--- src/rtl/cpu_ctrl_pkg.sv ---
// Shared control encodings for the multicycle CPU: FSM states, opcodes,
// ALU source-B / ALU-op codes and the packed control-output bundle.
package cpu_ctrl_pkg;

    typedef enum logic [3:0] {
        S_FETCH    = 4'd0,
        S_DECODE   = 4'd1,
        S_MEM_ADDR = 4'd2,
        S_MEM_RD   = 4'd3,
        S_MEM_WB   = 4'd4,
        S_MEM_WR   = 4'd5,
        S_R_EXEC   = 4'd6,
        S_R_WB     = 4'd7,
        S_I_EXEC   = 4'd8,
        S_I_WB     = 4'd9,
        S_BRANCH   = 4'd10,
        S_JUMP     = 4'd11
    } state_t;

    localparam logic [5:0] OP_RTYPE = 6'b000000;
    localparam logic [5:0] OP_J     = 6'b000010;
    localparam logic [5:0] OP_BEQ   = 6'b000100;
    localparam logic [5:0] OP_BNE   = 6'b000101;
    localparam logic [5:0] OP_ADDI  = 6'b001000;
    localparam logic [5:0] OP_SLTI  = 6'b001010;
    localparam logic [5:0] OP_ANDI  = 6'b001100;
    localparam logic [5:0] OP_ORI   = 6'b001101;
    localparam logic [5:0] OP_LUI   = 6'b001111;
    localparam logic [5:0] OP_LW    = 6'b100011;
    localparam logic [5:0] OP_SW    = 6'b101011;

    localparam logic [2:0] SRCB_REG      = 3'b000;
    localparam logic [2:0] SRCB_FOUR     = 3'b001;
    localparam logic [2:0] SRCB_SEXT     = 3'b010;
    localparam logic [2:0] SRCB_SEXT_SH2 = 3'b011;
    localparam logic [2:0] SRCB_ZEXT     = 3'b100;
    localparam logic [2:0] SRCB_LUI      = 3'b101;

    localparam logic [2:0] ALU_ADD   = 3'b000;
    localparam logic [2:0] ALU_SUB   = 3'b001;
    localparam logic [2:0] ALU_FUNCT = 3'b010;
    localparam logic [2:0] ALU_AND   = 3'b011;
    localparam logic [2:0] ALU_OR    = 3'b100;
    localparam logic [2:0] ALU_SLT   = 3'b101;

    localparam logic [1:0] PCSRC_ALU    = 2'b00;
    localparam logic [1:0] PCSRC_ALUOUT = 2'b01;
    localparam logic [1:0] PCSRC_JUMP   = 2'b10;

    typedef struct packed {
        logic       pc_write;
        logic       pc_write_cond;
        logic       branch_ne;
        logic [1:0] pc_source;
        logic       iord;
        logic       mem_read;
        logic       mem_write;
        logic       ir_write;
        logic       reg_dst;
        logic       mem_to_reg;
        logic       reg_write;
        logic       alu_src_a;
        logic [2:0] alu_src_b;
        logic [2:0] alu_op;
        logic       illegal_op;
    } ctrl_t;

    function automatic logic is_itype(input logic [5:0] op);
        return (op == OP_ADDI) || (op == OP_SLTI) || (op == OP_ANDI) ||
               (op == OP_ORI)  || (op == OP_LUI);
    endfunction

    function automatic logic op_supported(input logic [5:0] op);
        return (op == OP_RTYPE) || (op == OP_LW) || (op == OP_SW) ||
               (op == OP_BEQ) || (op == OP_BNE) || (op == OP_J) || is_itype(op);
    endfunction

endpackage

--- src/rtl/mc_ctrl_outdec.sv ---
// Combinational Moore output decoder: maps the current state (plus op and
// mem_ready where a state needs them) onto the full control bundle.
module mc_ctrl_outdec
    import cpu_ctrl_pkg::*;
(
    input  state_t     i_state,
    input  logic [5:0] i_op,
    input  logic       i_mem_ready,
    output ctrl_t      o_ctrl
);

    always_comb begin
        o_ctrl = '0;
        case (i_state)
            S_FETCH: begin
                o_ctrl.mem_read  = 1'b1;
                o_ctrl.alu_src_b = SRCB_FOUR;
                o_ctrl.alu_op    = ALU_ADD;
                o_ctrl.pc_source = PCSRC_ALU;
                // IR and PC only advance on the cycle the memory delivers
                o_ctrl.ir_write  = i_mem_ready;
                o_ctrl.pc_write  = i_mem_ready;
            end
            S_DECODE: begin
                o_ctrl.alu_src_b  = SRCB_SEXT_SH2;
                o_ctrl.alu_op     = ALU_ADD;
                o_ctrl.illegal_op = ~op_supported(i_op);
            end
            S_MEM_ADDR: begin
                o_ctrl.alu_src_a = 1'b1;
                o_ctrl.alu_src_b = SRCB_SEXT;
                o_ctrl.alu_op    = ALU_ADD;
            end
            S_MEM_RD: begin
                o_ctrl.mem_read = 1'b1;
                o_ctrl.iord     = 1'b1;
            end
            S_MEM_WB: begin
                o_ctrl.reg_write  = 1'b1;
                o_ctrl.mem_to_reg = 1'b1;
            end
            S_MEM_WR: begin
                o_ctrl.mem_write = 1'b1;
                o_ctrl.iord      = 1'b1;
            end
            S_R_EXEC: begin
                o_ctrl.alu_src_a = 1'b1;
                o_ctrl.alu_src_b = SRCB_REG;
                o_ctrl.alu_op    = ALU_FUNCT;
            end
            S_R_WB: begin
                o_ctrl.reg_write = 1'b1;
                o_ctrl.reg_dst   = 1'b1;
            end
            S_I_EXEC: begin
                o_ctrl.alu_src_a = 1'b1;
                case (i_op)
                    OP_SLTI: begin o_ctrl.alu_src_b = SRCB_SEXT; o_ctrl.alu_op = ALU_SLT; end
                    OP_ANDI: begin o_ctrl.alu_src_b = SRCB_ZEXT; o_ctrl.alu_op = ALU_AND; end
                    OP_ORI:  begin o_ctrl.alu_src_b = SRCB_ZEXT; o_ctrl.alu_op = ALU_OR;  end
                    OP_LUI:  begin o_ctrl.alu_src_b = SRCB_LUI;  o_ctrl.alu_op = ALU_ADD; end
                    default: begin o_ctrl.alu_src_b = SRCB_SEXT; o_ctrl.alu_op = ALU_ADD; end
                endcase
            end
            S_I_WB: begin
                o_ctrl.reg_write = 1'b1;
            end
            S_BRANCH: begin
                o_ctrl.alu_src_a     = 1'b1;
                o_ctrl.alu_src_b     = SRCB_REG;
                o_ctrl.alu_op        = ALU_SUB;
                o_ctrl.pc_write_cond = 1'b1;
                o_ctrl.pc_source     = PCSRC_ALUOUT;
                o_ctrl.branch_ne     = (i_op == OP_BNE);
            end
            S_JUMP: begin
                o_ctrl.pc_write  = 1'b1;
                o_ctrl.pc_source = PCSRC_JUMP;
            end
            default: o_ctrl = '0;
        endcase
    end

endmodule

--- src/rtl/mc_ctrl_fsm.sv ---
// Multicycle CPU main controller: state register, started flop and
// next-state logic; outputs come from mc_ctrl_outdec, blanked until started.
module mc_ctrl_fsm
    import cpu_ctrl_pkg::*;
(
    input  logic       clk,
    input  logic       rst_n,
    input  logic [5:0] op,
    input  logic       mem_ready,
    output logic       pc_write,
    output logic       pc_write_cond,
    output logic       branch_ne,
    output logic [1:0] pc_source,
    output logic       iord,
    output logic       mem_read,
    output logic       mem_write,
    output logic       ir_write,
    output logic       reg_dst,
    output logic       mem_to_reg,
    output logic       reg_write,
    output logic       alu_src_a,
    output logic [2:0] alu_src_b,
    output logic [2:0] alu_op,
    output logic       illegal_op
);

    state_t r_state;
    state_t w_state_next;
    logic   r_started;
    ctrl_t  w_ctrl;
    ctrl_t  w_ctrl_out;

    always_comb begin
        w_state_next = r_state;
        case (r_state)
            S_FETCH:  if (mem_ready) w_state_next = S_DECODE;
            S_DECODE: begin
                if (op == OP_RTYPE)                    w_state_next = S_R_EXEC;
                else if (op == OP_LW || op == OP_SW)   w_state_next = S_MEM_ADDR;
                else if (op == OP_BEQ || op == OP_BNE) w_state_next = S_BRANCH;
                else if (op == OP_J)                   w_state_next = S_JUMP;
                else if (is_itype(op))                 w_state_next = S_I_EXEC;
                else                                   w_state_next = S_FETCH;
            end
            S_MEM_ADDR: w_state_next = (op == OP_LW) ? S_MEM_RD : S_MEM_WR;
            S_MEM_RD:   if (mem_ready) w_state_next = S_MEM_WB;
            S_MEM_WB:   w_state_next = S_FETCH;
            S_MEM_WR:   if (mem_ready) w_state_next = S_FETCH;
            S_R_EXEC:   w_state_next = S_R_WB;
            S_R_WB:     w_state_next = S_FETCH;
            S_I_EXEC:   w_state_next = S_I_WB;
            S_I_WB:     w_state_next = S_FETCH;
            S_BRANCH:   w_state_next = S_FETCH;
            S_JUMP:     w_state_next = S_FETCH;
            default:    w_state_next = S_FETCH;
        endcase
    end

    // The first edge after release only arms the controller, so FETCH is
    // visible for a full cycle before any memory handshake can advance it.
    always_ff @(posedge clk or negedge rst_n) begin
        if (!rst_n) begin
            r_state   <= S_FETCH;
            r_started <= 1'b0;
        end else if (!r_started) begin
            r_started <= 1'b1;
        end else begin
            r_state   <= w_state_next;
        end
    end

    mc_ctrl_outdec u_outdec (
        .i_state     (r_state),
        .i_op        (op),
        .i_mem_ready (mem_ready),
        .o_ctrl      (w_ctrl)
    );

    assign w_ctrl_out    = r_started ? w_ctrl : '0;

    assign pc_write      = w_ctrl_out.pc_write;
    assign pc_write_cond = w_ctrl_out.pc_write_cond;
    assign branch_ne     = w_ctrl_out.branch_ne;
    assign pc_source     = w_ctrl_out.pc_source;
    assign iord          = w_ctrl_out.iord;
    assign mem_read      = w_ctrl_out.mem_read;
    assign mem_write     = w_ctrl_out.mem_write;
    assign ir_write      = w_ctrl_out.ir_write;
    assign reg_dst       = w_ctrl_out.reg_dst;
    assign mem_to_reg    = w_ctrl_out.mem_to_reg;
    assign reg_write     = w_ctrl_out.reg_write;
    assign alu_src_a     = w_ctrl_out.alu_src_a;
    assign alu_src_b     = w_ctrl_out.alu_src_b;
    assign alu_op        = w_ctrl_out.alu_op;
    assign illegal_op    = w_ctrl_out.illegal_op;

endmodule

--- config.mk ---
export PLATFORM = sky130hd
export DESIGN_NAME = mc_ctrl_fsm
export DESIGN_NICKNAME = d
export VERILOG_FILES = /design/src/rtl/cpu_ctrl_pkg.sv /design/src/rtl/mc_ctrl_outdec.sv /design/src/rtl/mc_ctrl_fsm.sv
export SDC_FILE = /design/constraint.sdc
export NUM_CORES = 1
export LEC_CHECK = 0
export BUFFER_PORTS_ARGS = -buffer_cell sky130_fd_sc_hd__buf_2
export CAP_MARGIN = 20
export CORE_ASPECT_RATIO = 0.7
export CORE_UTILIZATION = 39
export CTS_CLUSTER_DIAMETER = 40
export DETAILED_ROUTE_END_ITERATION = 8
export PLACE_DENSITY = 0.74
export SLEW_MARGIN = 20
export SYNTH_ARGS = -nofsm -noshare
export SYNTH_HDL_FRONTEND = slang
export SYNTH_SLANG_ARGS = --single-unit
--- constraint.sdc ---
create_clock -name clk -period 2.55 [get_ports clk]
set_clock_uncertainty 0.05 [all_clocks]
set_input_delay 0.765 -clock clk [delete_from_list [all_inputs] [get_ports clk]]
set_output_delay 0.765 -clock clk [all_outputs]
set_load 0.02 [all_outputs]
Word level (Yosys, flattened, before mapping):

Index checks and enable logic that the tools add are counted.

* divide/modulo/power cells: 0
* $mul: 0
* shift operators: 0
* bitwise logic cells: 1
* reduce and logical (&&, ||, !) cells: 19
* add/subtract/negate cells: 0
* eq/ne operators: 24
* order comparisons: 0
* multiplexer cells: 25

Operators by type and width (count)
* 6-bit case mux with 6 select lines: 1
* 4-bit two-way mux: 8
* 6-bit by 4-bit equality test with 1-bit output, second input constant: 5
* 4-bit case mux with 7 select lines: 1
* 6-bit case mux with 4 select lines: 1
* 20-bit two-way mux: 1
* 4-bit by 3-bit equality test with 1-bit output, second input constant: 4
* 4-bit equality test, second input constant: 4
* 6-bit by 3-bit equality test with 1-bit output, second input constant: 2
* 6-bit equality test, second input constant: 2
* 1-bit logical OR: 12
* 1-bit two-way mux: 9
* 4-bit by 2-bit equality test with 1-bit output, second input constant: 2
* 6-bit by 2-bit equality test with 1-bit output, second input constant: 1
* 6-bit zero test: 1
* 2-bit != test, second input constant: 3
* 4-bit by 1-bit equality test with 1-bit output, second input constant: 1
* 4-bit zero test: 1
* 2-bit case mux with 2 select lines: 1
* 4-bit AND reduction: 1
* 2-bit OR reduction: 2
* 4-bit OR reduction: 1
* 3-bit two-way mux: 1
* 3-bit OR reduction: 1
* 3 further kinds: 3

* flip-flop bits (word level): 5
* output and inout bits: 20
* bits in latches: 0
* ROM bits: 0
* logic and storage cells: 71
* bits in writable memories: 0
* bits of input ports: 9
* memories: 0

Depth between registers and ports, before layout:

Gate-level depths: netlist (run 1).

* word-level depth: 11
* gate-level depth with buffers: 6
* depth with buffers taken out: 5

Modules after synthesis:

A second synthesis (run 1) with hierarchy kept.

* cell total of the unflattened synthesis: 128
* area total of the unflattened synthesis: 959.7 µm²

Modules (own cells, without submodules)
* mc_ctrl_fsm: seq. area each 125.1 µm², times used 1, cells each 69, area an instance 559.3 µm²
* mc_ctrl_outdec: seq. area each 0.0 µm², times used 1, cells each 59, area an instance 400.4 µm²

Worst setup path before layout (run 1):

OpenSTA, ideal clock, no wires.

* kind: in2out
* from: input op[0]
* to: output alu_src_b[1]
* stages on the path: 6
* required time: 1.735 ns
* path slack: -0.366 ns
* data arrival time: 2.101 ns
* path buffers: 1
* path through: buf_2 inv_2 nand2_2 nand4_1 a21oi_1 a2111oi_1

* cells in the longest elaborated chain, start to end: 4
* elaborated cells between the ends (all ways): 7
* those cells by class: eq/ne: 4; mux: 3

RTL lines
* from (decl): RTL line mc_ctrl_fsm.sv:8 `input logic [5:0] op,`
* 6-bit by 4-bit equality test with 1-bit output: RTL line mc_ctrl_outdec.sv:57 `case (i_op)`
* 6-bit case mux with 4 select lines *: RTL line mc_ctrl_outdec.sv:57
* 6-bit case mux with 6 select lines *: RTL line mc_ctrl_outdec.sv:14 `case (i_state)`
* 20-bit two-way mux *: RTL line mc_ctrl_fsm.sv:79 `assign w_ctrl_out = r_started ? w_ctrl : '0;`
* to (decl): RTL line mc_ctrl_fsm.sv:22 `output logic [2:0] alu_src_b,`

Mark *: on every way between the ends. The rest lies on a longest branch, timed or not.

Worst setup path in the final report (run 1):

* from: input op[4]
* to: output alu_src_b[0]

The elaborated chain is that of the path after synthesis.

==> results.cfg, run 1 <==
[outcome]
status = finished, violations left
violations = design-rule violations, negative setup slack

[timing]
rsz0062_at_grt = true
hold_viol = 0
period_share_pct = 101
post-route-min-period_ns = 2.57
finalMaxSlewViolations = 0
holdWs_ns = 0.267
setup_viol = 2
worst_slack_ns = -0.0173
fmax_ghz = 0.390

[routing]
vias = 1026
viasPerCell = 5.64
drt_iter0_markers = 37
ant_nets = 0
totalWireLength_mm = 2.60
drc_errors = 6
wire_per_inst_um = 14.3
firstDrtPassIters = 6

[yosys]
synthTopCellsByArea = dfrtp_1 15%, nor2_1 7.3%, buf_6 5.4%
syn_inst = 113
synth_top_area_cell = dfrtp_1
synth_seq_cells = 5
seq_area_frac_synth_pct = 15.1
synth_fp_nets = 122
yosys_warnings = 0
synth_cell_types = 45
synth_edf_count = 0
synth.cell_area_sq_um = 828
avgSynthCellArea_sq_um = 7.33
netlist.area_leader.share_pct = 15.1
synthArstFlopShare_pct = 100
synth_ff_type = dfrtp_1

[placement]
gp_congestion = 0.852
dpl.hpwl_mm = 1.91
place_worst_setup_slack_ns = -0.115
io_buffers = 28
dp_cells = 173

[setup_path]
end_kind = output port
worstReg2RegEnd = r_state[3]
cp_max_fo = 4
reg2reg_slack_ns = 0.87
worst-endpoint-required_ns = 1.74
timing.rr.start = r_state[3]
r2r.worst_path.cells = 7
start_kind = input pin
path_class = input pin to output port
critical_path_arrival_ns = 1.75

[clock_tree]
cts_buffer_depth = 2
cts_tree = done
clock_sinks = 5
cts_hold_buf = 0
clk_pin_slew_worst_paths_ns = 0.05
htreeDepth = 1
root_buffer = clkbuf_4
numCtsBuffers = 3
insertion_delay_ns = 0.25

[cells_and_area]
final_cell_mix = 32 x buf_4, 17 x buf_2, 14 x nor2_1
antennaDiodeCount = 0
fillers = 169
fin_nets = 170
multiInputGateArea_sq_um = 698
seq_area_sq_um = 130
fin_util_pct = 67.0
fin_cells = 182
syn_to_final_growth_pct = 55.3
drive_above_1_share_pct = 54.4
mostFrequentLayoutCell = buf_4

[floorplanning]
core_sq_mm = 0.00192
rows = 13
start_util_pct = 43.2
io_pins = 29
die_x_um = 57.1
dieArea_sq_mm = 0.00231
die_h_um = 40.6

[pwr]
vdd_ir_drop_max_uv = 282
p_per_area_mw_per_mm2 = 614
cellLeakagePower_nw = 0.589

[global_routing]
grt_first_pass_wirelength_mm = 3.83
grt.overflow.total = 0
grt_max_degree = 14
antenna_found_initial = 0
gr-usage-all-layers_pct = 21.8
grt_pass1_vias = 851

[hold_path]
hold_class = input pin to async pin

[run]
drv_cap = 0
stage by stage:
step / area (sq um) / setup TNS [ns] / power [mW]
2_1_floorplan: 845 / -0.109 / 0.463
3_3_place_gp: 1080 / -0.101 / 0.587
3_5_place_dp: 1080 / -0.442 / 0.598
4_1_cts: 1140 / -0.0249 / 0.706
5_1_grt: 1290 / -0.391 / 0.842
6_report: 1290 / -0.0216 / 0.790
final cells by class:
type | count | share of cell area (%)
clock buffer | 4 | 2.04
inverter | 4 | 1.36
multi-input combinational | 94 | 54.3
sequential | 5 | 10.1
tap | 22 | 2.14
timing repair buffer | 53 | 30.1
per-layer routing:
layer	share of wire (%)	vias to the layer above	global-route usage [%]
met5	0	-	0
met4	0	0	0
met1	46	483	28.7
li1	-	500	-
met2	48	43	40.3
met3	6.1	0	4.19
registers in the layout, indices dropped and copies added, names as in the netlist:
name,cells
r_state,4
r_started,1
Yosys cell counts (2+ instances only):
cell / number
nor2_1: 16
nand2_1: 10
a21oi_1: 6
nor3_1: 6
buf_2: 5
dfrtp_1: 5
and3_1: 4
buf_6: 4
nand3_1: 4
nor2b_1: 4
o21ai_1: 4
inv_1: 3
xnor2_1: 3
a21o_1: 2
a21oi_2: 2
a32oi_1: 2
nand2b_1: 2
o31ai_1: 2
o31ai_2: 2
or2_1: 2
worst max-delay path by stage:
stage                         to       start  slack (ns)
global placement    alu_src_b[1]       op[5]       -0.07
global route        alu_src_b[0]       op[4]       -0.12
CTS                 alu_src_b[0]  r_state[2]       -0.02
finish              alu_src_b[0]       op[4]       -0.02
detailed placement  alu_src_b[0]       op[4]       -0.11
floorplan           alu_src_b[1]       op[0]       -0.11
power breakdown:
part | switching, mW | leakage, nW | internal [mW]
clock network | 0.0355 | 0.0150 | 0.0593
registers | 0.0389 | 0.0593 | 0.0974
logic | 0.299 | 0.514 | 0.260
total | 0.373 | 0.589 | 0.416
worst max-delay path, cell delays in order:
cell and delay (ns):
buf_8 0.10, nor2_4 0.12, nand2_4 0.08, nor4_4 0.24, a41oi_1 0.16, nor2_1 0.13
buf_4 0.15
logic make-up (layout without fill, tap and decap cells):
| kind of cell | after synthesis | in the layout | synth area share [%] |
|---|---|---|---|
| DFF | 5 | 5 | 15.1 |
| muxes | 1 | 1 | 1.21 |
| buffers and inverters | 14 | 61 | 11.2 |
| xor gates and xnor gates | 3 | 3 | 3.17 |
| and+or+nand+nor | 57 | 57 | 39.3 |
| AOI/OAI and AO/OA | 32 | 32 | 29.6 |
| other | 1 | 1 | 0.453 |
repair_timing:
| item | CTS | global route |
|---|---|---|
| setup buffers | 0 | 5 |
| setup endpoints to repair | 8 | 10 |
| gates resized for setup | 9 | 29 |
| pin swaps | 3 | 5 |
Note: power is estimated with default switching activity, not from simulation.
==> run 2, diff against run 1 <==
CORE_MARGIN = 2   (was default)
==> results.cfg, run 2 (synthesized netlist as in run 1, its figures left out) <==
[pwr]
swShare_pct = 48.3
power.share.sequential_pct = 18.5
total_power_mw = 0.760
p_int_mw = 0.393
cellLeakagePower_nw = 0.600
clock_power_share_pct = 12.1
p_per_area_mw_per_mm2 = 589
vdd_ir_drop_max_uv = 251
comb_power_share_pct = 69.3
power_switching_mw = 0.367

[global_routing]
antenna_found_initial = 0
gr-usage-all-layers_pct = 21.9
grt_first_pass_wirelength_mm = 4.31
grt.overflow.total = 0
grt_max_degree = 14
grt_pass1_vias = 971

[timing]
period_share_pct = 101
worst_slack_ns = -0.0382
rsz0062_at_grt = true
post-route-min-period_ns = 2.59
fmax_ghz = 0.386
finalMaxSlewViolations = 0
hold_viol = 0
setup_viol = 2

[floorplanning]
start_util_pct = 42.8
die_h_um = 42.6
die_x_um = 59.1
rows = 13
core_sq_mm = 0.00194
dieArea_sq_mm = 0.00251
io_pins = 29

[setup_path]
reg2reg_slack_ns = 0.81
timing.rr.start = r_state[1]
r2r.worst_path.cells = 6
path_class = input pin to output port
worst-endpoint-required_ns = 1.74
crit_end = alu_src_b[2]
critical_path_arrival_ns = 1.77
end_kind = output port
cp_max_fo = 4
worstReg2RegEnd = r_state[0]
start_kind = input pin
startpoint = op[4]

[routing]
drt_iter0_markers = 51
vias = 1052
ant_nets = 0
drc_errors = 0
firstDrtPassIters = 4
wire_per_inst_um = 14.7
viasPerCell = 5.72
totalWireLength_mm = 2.71

[clock_tree]
htreeDepth = 1
root_buffer = clkbuf_4
numCtsBuffers = 3
cts_tree = done
cts_hold_buf = 0
clk_pin_slew_worst_paths_ns = 0.05
cts_buffer_depth = 2
insertion_delay_ns = 0.25
clock_sinks = 5

[cells_and_area]
largest_reg_flops = 4
fin_nets = 172
largestRegisters = r_state x4, r_started x1
antennaDiodeCount = 0
drive_above_1_share_pct = 54.9
fillers = 151
top_register = r_state
design_area_sq_mm = 0.00129
fin_cells = 184
final_cell_mix = 33 x buf_4, 17 x buf_2, 14 x nor2_1
syn_to_final_growth_pct = 55.9
mostFrequentLayoutCell = buf_4

[placement]
place_worst_setup_slack_ns = -0.0849
dpl.hpwl_mm = 2.05
dp_cells = 176
gp_congestion = 0.863
place_area_sq_mm = 0.00111
io_buffers = 28

[outcome]
status = finished, violations left
violations = negative setup slack

[hold_path]
hold_class = input pin to async pin

[run]
drv_cap = 0
## run 2: what timing repair did
action | CTS | global route
resized for setup | 12 | 27
endpoints found under the setup margin | 8 | 12
gates cloned | 0 | 0
buffers inserted | 1 | 3
pin swaps | 3 | 12
## run 2: critical path, cell delays in order
cell	delay, ns
buf_8	0.10
nor2_4	0.13
nand2_4	0.08
nor4_4	0.24
nand3_1	0.13
nor2_1	0.16
buf_4	0.17
## run 2: worst min-delay path by stage
stage / slack (ns) / cells past startpoint / start / end
CTS: 0.26 / 1 / rst_n / r_state[2]
global placement: 0.53 / 1 / rst_n / r_started
detailed placement: 0.53 / 1 / rst_n / r_started
global route: 0.26 / 1 / rst_n / r_state[0]
finish: 0.27 / 1 / rst_n / r_state[0]
floorplan: 0.42 / 0 / rst_n / r_started
## run 2: power groups by stage
stage | Sequential, mW | Clock [mW] | Combinational [mW]
after floorplan | 0.104 | 0 | 0.359
after global placement | 0.141 | 0 | 0.457
after detailed placement | 0.142 | 0 | 0.471
after CTS | 0.141 | 0.0956 | 0.484
after global routing | 0.145 | 0.105 | 0.569
final | 0.141 | 0.0921 | 0.527
## run 2: metal layers
metal / vias to the layer above / share of wire, % / track usage [%]
met1: 489 / 44 / 30.8
met3: 4 / 6.9 / 4.32
met4: 0 / 0.85 / 3.64
li1: 509 / - / -
met2: 50 / 48 / 34.7
met5: - / 0 / 0
## run 2: area by class of cell
| class | count | area (sq um) | share of cell area, % |
|---|---|---|---|
| Clock buffer | 3 | 22.5 | 1.74 |
| Clock inverter | 1 | 5.00 | 0.388 |
| Inverter | 4 | 17.5 | 1.36 |
| Multi-Input combinational cell | 94 | 688 | 53.3 |
| Sequential cell | 5 | 130 | 10.1 |
| Tap cell | 22 | 27.5 | 2.13 |
| Timing Repair Buffer | 55 | 400 | 31.0 |
## run 2: through the flow
step                      hold WS, ns  util, %  setup TNS (ns)
after global routing            0.262     66.7          -0.718
after floorplan                 0.419        -          -0.109
after CTS                       0.265     61.0               0
final                           0.268     66.7         -0.0469
after global placement          0.528     57.2          -0.135
after detailed placement        0.532     57.2          -0.339
